==> config.mk <==
export PLATFORM = sky130hd
export DESIGN_NAME = xbtn_debounce_flat
export DESIGN_NICKNAME = d
export VERILOG_FILES = /design/src/rtl/xbtn_debounce_pkg.sv /design/src/rtl/xbtn_debounce_if.sv /design/src/rtl/xbtn_sync.sv /design/src/rtl/xbtn_debounce.sv /design/src/flat_wrapper.sv
export SDC_FILE = /design/constraint.sdc
export NUM_CORES = 1
export LEC_CHECK = 0
export ABC_AREA = 1
export CORE_ASPECT_RATIO = 0.7
export CORE_UTILIZATION = 48
export DETAILED_ROUTE_END_ITERATION = 6
export PLACE_DENSITY = 0.85
export SLEW_MARGIN = 20
export SYNTH_ARGS = -nofsm -noshare
export SYNTH_HDL_FRONTEND = slang
export SYNTH_SLANG_ARGS = --single-unit
==> constraint.sdc <==
create_clock -name clk -period 3.4 [get_ports clk]
set_input_delay 0.68 -clock clk [delete_from_list [all_inputs] [get_ports clk]]
set_output_delay 0.68 -clock clk [all_outputs]
set_load 0.03 [all_outputs]
==> src/rtl/xbtn_debounce_pkg.sv <==
// ============================================================================
// Module : xbtn_debounce_pkg
// Brief  : Shared bus addresses, data width and FSM state encoding for the
//          push-button conditioner.
// Rev    : 1.0 - initial release
// ============================================================================
`default_nettype none

package xbtn_debounce_pkg;

  localparam int XDEF_DATA_W = 32;

  localparam logic BTN_STATUS_ADDR = 1'b0;
  localparam logic BTN_COUNT_ADDR  = 1'b1;

  typedef enum logic [1:0] {
    ST_IDLE         = 2'd0,
    ST_PRESS_WAIT   = 2'd1,
    ST_PRESSED      = 2'd2,
    ST_RELEASE_WAIT = 2'd3
  } btn_state_e;

endpackage

`default_nettype wire

==> src/rtl/xbtn_debounce_if.sv <==
// ============================================================================
// Module : xbtn_debounce_if
// Brief  : Pin, register-bus and status signals of the push-button block.
// Rev    : 1.0 - initial release
// ============================================================================
`default_nettype none

interface xbtn_debounce_if #(
  parameter int DATA_W = 32
) ();
  logic              push_btn;
  logic              sel;
  logic              we;
  logic              addr;
  logic [DATA_W-1:0] data_in;
  logic [DATA_W-1:0] data_out;
  logic              button;
  logic              press;

  modport master (
    output push_btn, sel, we, addr, data_in,
    input  data_out, button, press
  );

  modport slave (
    input  push_btn, sel, we, addr, data_in,
    output data_out, button, press
  );
endinterface

`default_nettype wire

==> src/rtl/xbtn_sync.sv <==
// ============================================================================
// Module : xbtn_sync
// Brief  : Two-flop synchroniser for an asynchronous input pin.
// Rev    : 1.0 - initial release
// ============================================================================
`default_nettype none

module xbtn_sync (
  input  wire logic clk,
  input  wire logic rst_n,
  input  wire logic i_d,
  output logic      o_q
);

  logic r_s1;
  logic r_s2;

  always_ff @(posedge clk or negedge rst_n) begin
    if (!rst_n) begin
      r_s1 <= 1'b0;
      r_s2 <= 1'b0;
    end else begin
      r_s1 <= i_d;
      r_s2 <= r_s1;
    end
  end

  assign o_q = r_s2;

endmodule

`default_nettype wire

==> src/rtl/xbtn_debounce.sv <==
// ============================================================================
// Module : xbtn_debounce
// Brief  : Synchronises and debounces the push-button pin, keeps a sticky
//          press-pending flag and exposes STATUS/COUNT registers.
//          Optional press counter enabled by macro BTN_PRESS_CNT_EN.
// Rev    : 1.0 - initial release
// ============================================================================
`default_nettype none

module xbtn_debounce
  import xbtn_debounce_pkg::*;
#(
  parameter int DEBOUNCE_CYCLES = 1000000,
  parameter int CNT_W           = 16,
  parameter int DATA_W          = XDEF_DATA_W
) (
  input  wire logic       clk,
  input  wire logic       rst_n,
  xbtn_debounce_if.slave  bus
);

  localparam int            C_DW       = (DEBOUNCE_CYCLES > 1) ? $clog2(DEBOUNCE_CYCLES) : 1;
  localparam logic [C_DW-1:0] C_CNT_LAST = C_DW'(DEBOUNCE_CYCLES - 2);

  logic             w_sync;
  btn_state_e       r_state;
  logic [C_DW-1:0]  r_cnt;
  logic             r_button;
  logic             r_press;
  logic             r_pending;
  logic             w_wr;
  logic             w_st_clr;
  logic [DATA_W-1:0] w_status;
  logic [DATA_W-1:0] w_count_rd;
  logic [DATA_W-1:0] w_rdata;
  logic             w_unused;

  xbtn_sync u_sync (
    .clk   (clk),
    .rst_n (rst_n),
    .i_d   (bus.push_btn),
    .o_q   (w_sync)
  );

  // The counter stops at C_CNT_LAST because that value always leaves the wait state.
  always_ff @(posedge clk or negedge rst_n) begin
    if (!rst_n) begin
      r_state  <= ST_IDLE;
      r_cnt    <= '0;
      r_button <= 1'b0;
      r_press  <= 1'b0;
    end else begin
      r_press <= 1'b0;
      case (r_state)
        ST_IDLE: begin
          if (w_sync) begin
            r_state <= ST_PRESS_WAIT;
            r_cnt   <= '0;
          end
        end
        ST_PRESS_WAIT: begin
          if (!w_sync) begin
            r_state <= ST_IDLE;
            r_cnt   <= '0;
          end else if (r_cnt == C_CNT_LAST) begin
            r_state  <= ST_PRESSED;
            r_button <= 1'b1;
            r_press  <= 1'b1;
          end else begin
            r_cnt <= r_cnt + 1'b1;
          end
        end
        ST_PRESSED: begin
          if (!w_sync) begin
            r_state <= ST_RELEASE_WAIT;
            r_cnt   <= '0;
          end
        end
        ST_RELEASE_WAIT: begin
          if (w_sync) begin
            r_state <= ST_PRESSED;
          end else if (r_cnt == C_CNT_LAST) begin
            r_state  <= ST_IDLE;
            r_button <= 1'b0;
          end else begin
            r_cnt <= r_cnt + 1'b1;
          end
        end
        default: begin
          r_state  <= ST_IDLE;
          r_cnt    <= '0;
          r_button <= 1'b0;
        end
      endcase
    end
  end

  assign w_wr     = bus.sel & bus.we;
  assign w_st_clr = w_wr & (bus.addr == BTN_STATUS_ADDR) & bus.data_in[1];

  // A press arriving with a clear keeps the flag set.
  always_ff @(posedge clk or negedge rst_n) begin
    if (!rst_n) begin
      r_pending <= 1'b0;
    end else if (r_press) begin
      r_pending <= 1'b1;
    end else if (w_st_clr) begin
      r_pending <= 1'b0;
    end
  end

`ifdef BTN_PRESS_CNT_EN
  logic [CNT_W-1:0] r_count;
  logic             w_cnt_clr;

  assign w_cnt_clr = w_wr & (bus.addr == BTN_COUNT_ADDR);

  always_ff @(posedge clk or negedge rst_n) begin
    if (!rst_n) begin
      r_count <= '0;
    end else if (w_cnt_clr) begin
      r_count <= r_press ? CNT_W'(1) : '0;
    end else if (r_press) begin
      r_count <= r_count + 1'b1;
    end
  end

  assign w_count_rd = DATA_W'(r_count);
  assign w_unused   = ^{bus.data_in[DATA_W-1:2], bus.data_in[0]};
`else
  assign w_count_rd = '0;
  assign w_unused   = (^{bus.data_in[DATA_W-1:2], bus.data_in[0]}) ^ (CNT_W > 0);
`endif

  assign w_status = {{(DATA_W-2){1'b0}}, r_pending, r_button};

  always_comb begin
    w_rdata = '0;
    if (bus.sel) begin
      w_rdata = (bus.addr == BTN_COUNT_ADDR) ? w_count_rd : w_status;
    end
  end

  assign bus.data_out = w_rdata;
  assign bus.button   = r_button;
  assign bus.press    = r_press;

endmodule

`default_nettype wire

==> src/flat_wrapper.sv <==
// flat-port wrapper written by rule: the top's interface ports become plain ports
module xbtn_debounce_flat import xbtn_debounce_pkg::*;
#(
  parameter int DEBOUNCE_CYCLES = 1000000,
  parameter int CNT_W           = 16,
  parameter int DATA_W          = XDEF_DATA_W
)
  (clk, rst_n, bus_push_btn, bus_sel, bus_we, bus_addr, bus_data_in, bus_data_out, bus_button, bus_press);
  xbtn_debounce_if #(.DATA_W(DATA_W)) bus_i ();
  input  wire logic clk;
  input  wire logic rst_n;
  input wire logic [$bits(bus_i.push_btn)-1:0] bus_push_btn;
  input wire logic [$bits(bus_i.sel)-1:0] bus_sel;
  input wire logic [$bits(bus_i.we)-1:0] bus_we;
  input wire logic [$bits(bus_i.addr)-1:0] bus_addr;
  input wire logic [$bits(bus_i.data_in)-1:0] bus_data_in;
  output wire logic [$bits(bus_i.data_out)-1:0] bus_data_out;
  output wire logic [$bits(bus_i.button)-1:0] bus_button;
  output wire logic [$bits(bus_i.press)-1:0] bus_press;
  assign bus_i.push_btn = bus_push_btn;
  assign bus_i.sel = bus_sel;
  assign bus_i.we = bus_we;
  assign bus_i.addr = bus_addr;
  assign bus_i.data_in = bus_data_in;
  assign bus_data_out = bus_i.data_out;
  assign bus_button = bus_i.button;
  assign bus_press = bus_i.press;
  xbtn_debounce #(.DEBOUNCE_CYCLES(DEBOUNCE_CYCLES), .CNT_W(CNT_W), .DATA_W(DATA_W)) u_core (.clk(clk), .rst_n(rst_n), .bus(bus_i));
endmodule
==> metrics.yaml <==
worstMarginPinSlew_ps: 539.4
grt_max_degree: 28
antenna_found_initial: 0
pre_cts_ws_ps: 730.0
core-area_um2: 3923
r2r_end: "u_core.r_cnt[1]"
avgViaCountPerCell: 4.768
seq_power_share_pct: 54.2
cts_tree: "built"
finalSetupTns_ps: 0
htreeDepth: 1
num_rows: 19
p_leak_nw: 0.9929
clkTransAtPathRegs_ps: 90
fp.dieH_um: 55.63
status: "finished, final reports clean"
yosysWarningCount: 0
async_flop_share_pct: 100.0
cts_sinks: 27
worst_slack_ps: 734.7
power.switching_mw: 0.1819
drv_slew: 0
final_cells: 340
post_cts_buffers: 0
seq_area_frac_synth_pct: 34.26
synth_top_cell_by_area: "dfrtp_1"
syn-instance-count: 278
grt-ovfl-total: 0
seq_area_um2: 675.6
clkPwrFrac_pct: 30.3
totalWireLength_um: 3915
cp-startpoint: "bus_sel"
multi_input_area_um2: 1039
diodes: 0
r2r_cells: 7
cpMaxStageDelayCell: "clkdlybuf4s50_1"
cp-endpoint: "bus_data_out[1]"
area_delta_synth_final_pct: 3.490
first_global_vias: 1377
rsz0062_at_grt: "no"
start_util_pct: 50.27
synth_ff_type: "dfrtp_1"
crit_type: "in2out"
grtUsageTotal_pct: 18.75
fin_skew_ps: 1.738
synth_area_um2: 1972
cap_viol_max_count: 0
synthTopCellsByCount: "nand2_1, nor2_1, buf_4"
p_sw_share_pct: 29.77
cp.arrival_ps: 1990
avgSynthCellArea_um2: 7.093
timing.critical_path.mode_cell: "clkdlybuf4s50_1"
synth_area_leaders: "dfrtp_1, nand2_1, buf_4, nor2_1, nand3_1"
vias: 1621
slowest_delay_ps: 670
clockBufferDepth: 2
final_core_util_pct: 52.03
nets: 329
hold_start: "u_core.u_sync.r_s1"
grt_first_pass_wirelength_um: 6299
clockRootBuffer: "clkbuf_8"
dieWidth_um: 78.61
detail-route-antenna-nets: 0
clock_latency_ps: 280
fill_cells: 373
cts_made_buffers: 3
post-synth-top-count-cell: "nand2_1"
hold_buffers: 0
end_kind: "output pin"
finalPower_mw: 0.6109
path_max_fanout: 3
hp-class: "reg2reg"
synthDistinctLibCells: 30
floorplan.die_area_um2: 4372
reg2reg_setup_slack_ps: 1680
dpl.cell_count: 336
portBuffers: 10
wl_per_cell_um: 11.51
crit_required_ps: 2720
drc: 0
min_period_ps: 2665
netlist.area_leader.share_pct: 34.26
ir_drop_mv: 0.2143
fmax_mhz: 375.2
place.gp.congestion: 0.8381
synth-edff-count: 0
setup_viol: 0
timing.slew.headroom_pct: 64.00
hold_viol: 0
ys_seq_elements: 27
fin_crit_sh_pct: 78.39
p_per_area_nw_per_um2: 299.3
internal_power_mw: 0.4290
cts_resized: 0
dp_hpwl_um: 2902
cp_cell_sequence: "clkdlybuf4s50_1, nand2_1, nor2_1, clkdlybuf4s50_1"
drive_above_1_share_pct: 7.292
drtIter0Drc: 128
comb_power_share_pct: 15.4
dr.pass1.iters: 4
start_kind: "input pin"
io-pin-count: 72
==> worst min path at each step <==
stage,endpoint,slack [ps],cells after the start
floorplan,u_core.u_sync.o_q,330,0
global placement,u_core.u_sync.o_q,330,0
detailed placement,u_core.u_sync.o_q,330,0
CTS,u_core.u_sync.o_q,360,0
global route,u_core.u_sync.o_q,370,0
finish,u_core.u_sync.o_q,360,0
==> cell families (layout without fill, tap and decap cells) <==
| kind of cell | count (synthesis) | after routing | synth area share [%] |
|---|---|---|---|
| adders and majority gates | 2 | 2 | 1.269 |
| AOI/OAI and AO/OA | 26 | 26 | 7.868 |
| other | 1 | 30 | 0.1902 |
| DFF | 27 | 27 | 34.26 |
| buffers and inverters | 63 | 44 | 18.59 |
| xor gates and xnor gates | 4 | 4 | 1.777 |
| and+or+nand+nor | 155 | 155 | 36.04 |
==> routing by layer <==
metal | GRT usage, % | part of all wire (%)
met1 | 27.71 | 49
met2 | 27.33 | 43
met3 | 4.590 | 6.8
met4 | 4.762 | 0.89
met5 | 0 | 0
==> worst max-delay path: cells and delay by family <==
family | cells | cell delay, ps
and+or+nand+nor | 2 | 180
buffers and inverters | 2 | 1120
==> power by group through the flow <==
| stage | combinational [mW] | sequential (mW) | clock (mW) |
|---|---|---|---|
| CTS | 0.0941 | 0.331 | 0.190 |
| global route | 0.102 | 0.332 | 0.204 |
| detailed placement | 0.0939 | 0.338 | 0 |
| global placement | 0.0919 | 0.338 | 0 |
| finish | 0.0941 | 0.331 | 0.185 |
| floorplan | 0.101 | 0.337 | 0 |
==> sequential cells by signal, summed over array words and instances (netlist names), named ones only <==
name                count
u_core.bus.button       1
u_core.bus.press        1
u_core.r_cnt           20
u_core.r_pending        1
u_core.r_state          1
u_core.u_sync.o_q       1
u_core.u_sync.r_s1      1
==> cell usage in the layout, fill, tap and decap left out, drive strengths merged, types with 3 or more instances in the layout <==
master	synthesis	layout
o22ai	5	5
nand2	80	80
clkbuf	0	4
clkdlybuf4s50	0	10
nor2	39	39
inv	29	29
conb	1	30
nor3	5	5
dfrtp	27	27
nand4	3	3
o21ai	12	12
a21oi	6	6
nand3	27	27
==> per-stage QoR <==
step,area [um2],hold slack [ps]
6_report,2041,355.5
5_1_grt,2041,368.0
4_1_cts,2041,356.3
3_5_place_dp,1996,334.7
3_3_place_gp,1996,331.9
2_1_floorplan,2081,331.2
==> cell type report <==
class                   count  share of cell area [%]
multi-input cells         217                   50.89
flip-flops and latches     27                   33.11
repair buffers             11                   5.273
well taps                  52                   3.188
clock buffers               4                   2.207
inverters                  29                   5.334
Note: power is estimated with default switching activity, not from simulation.
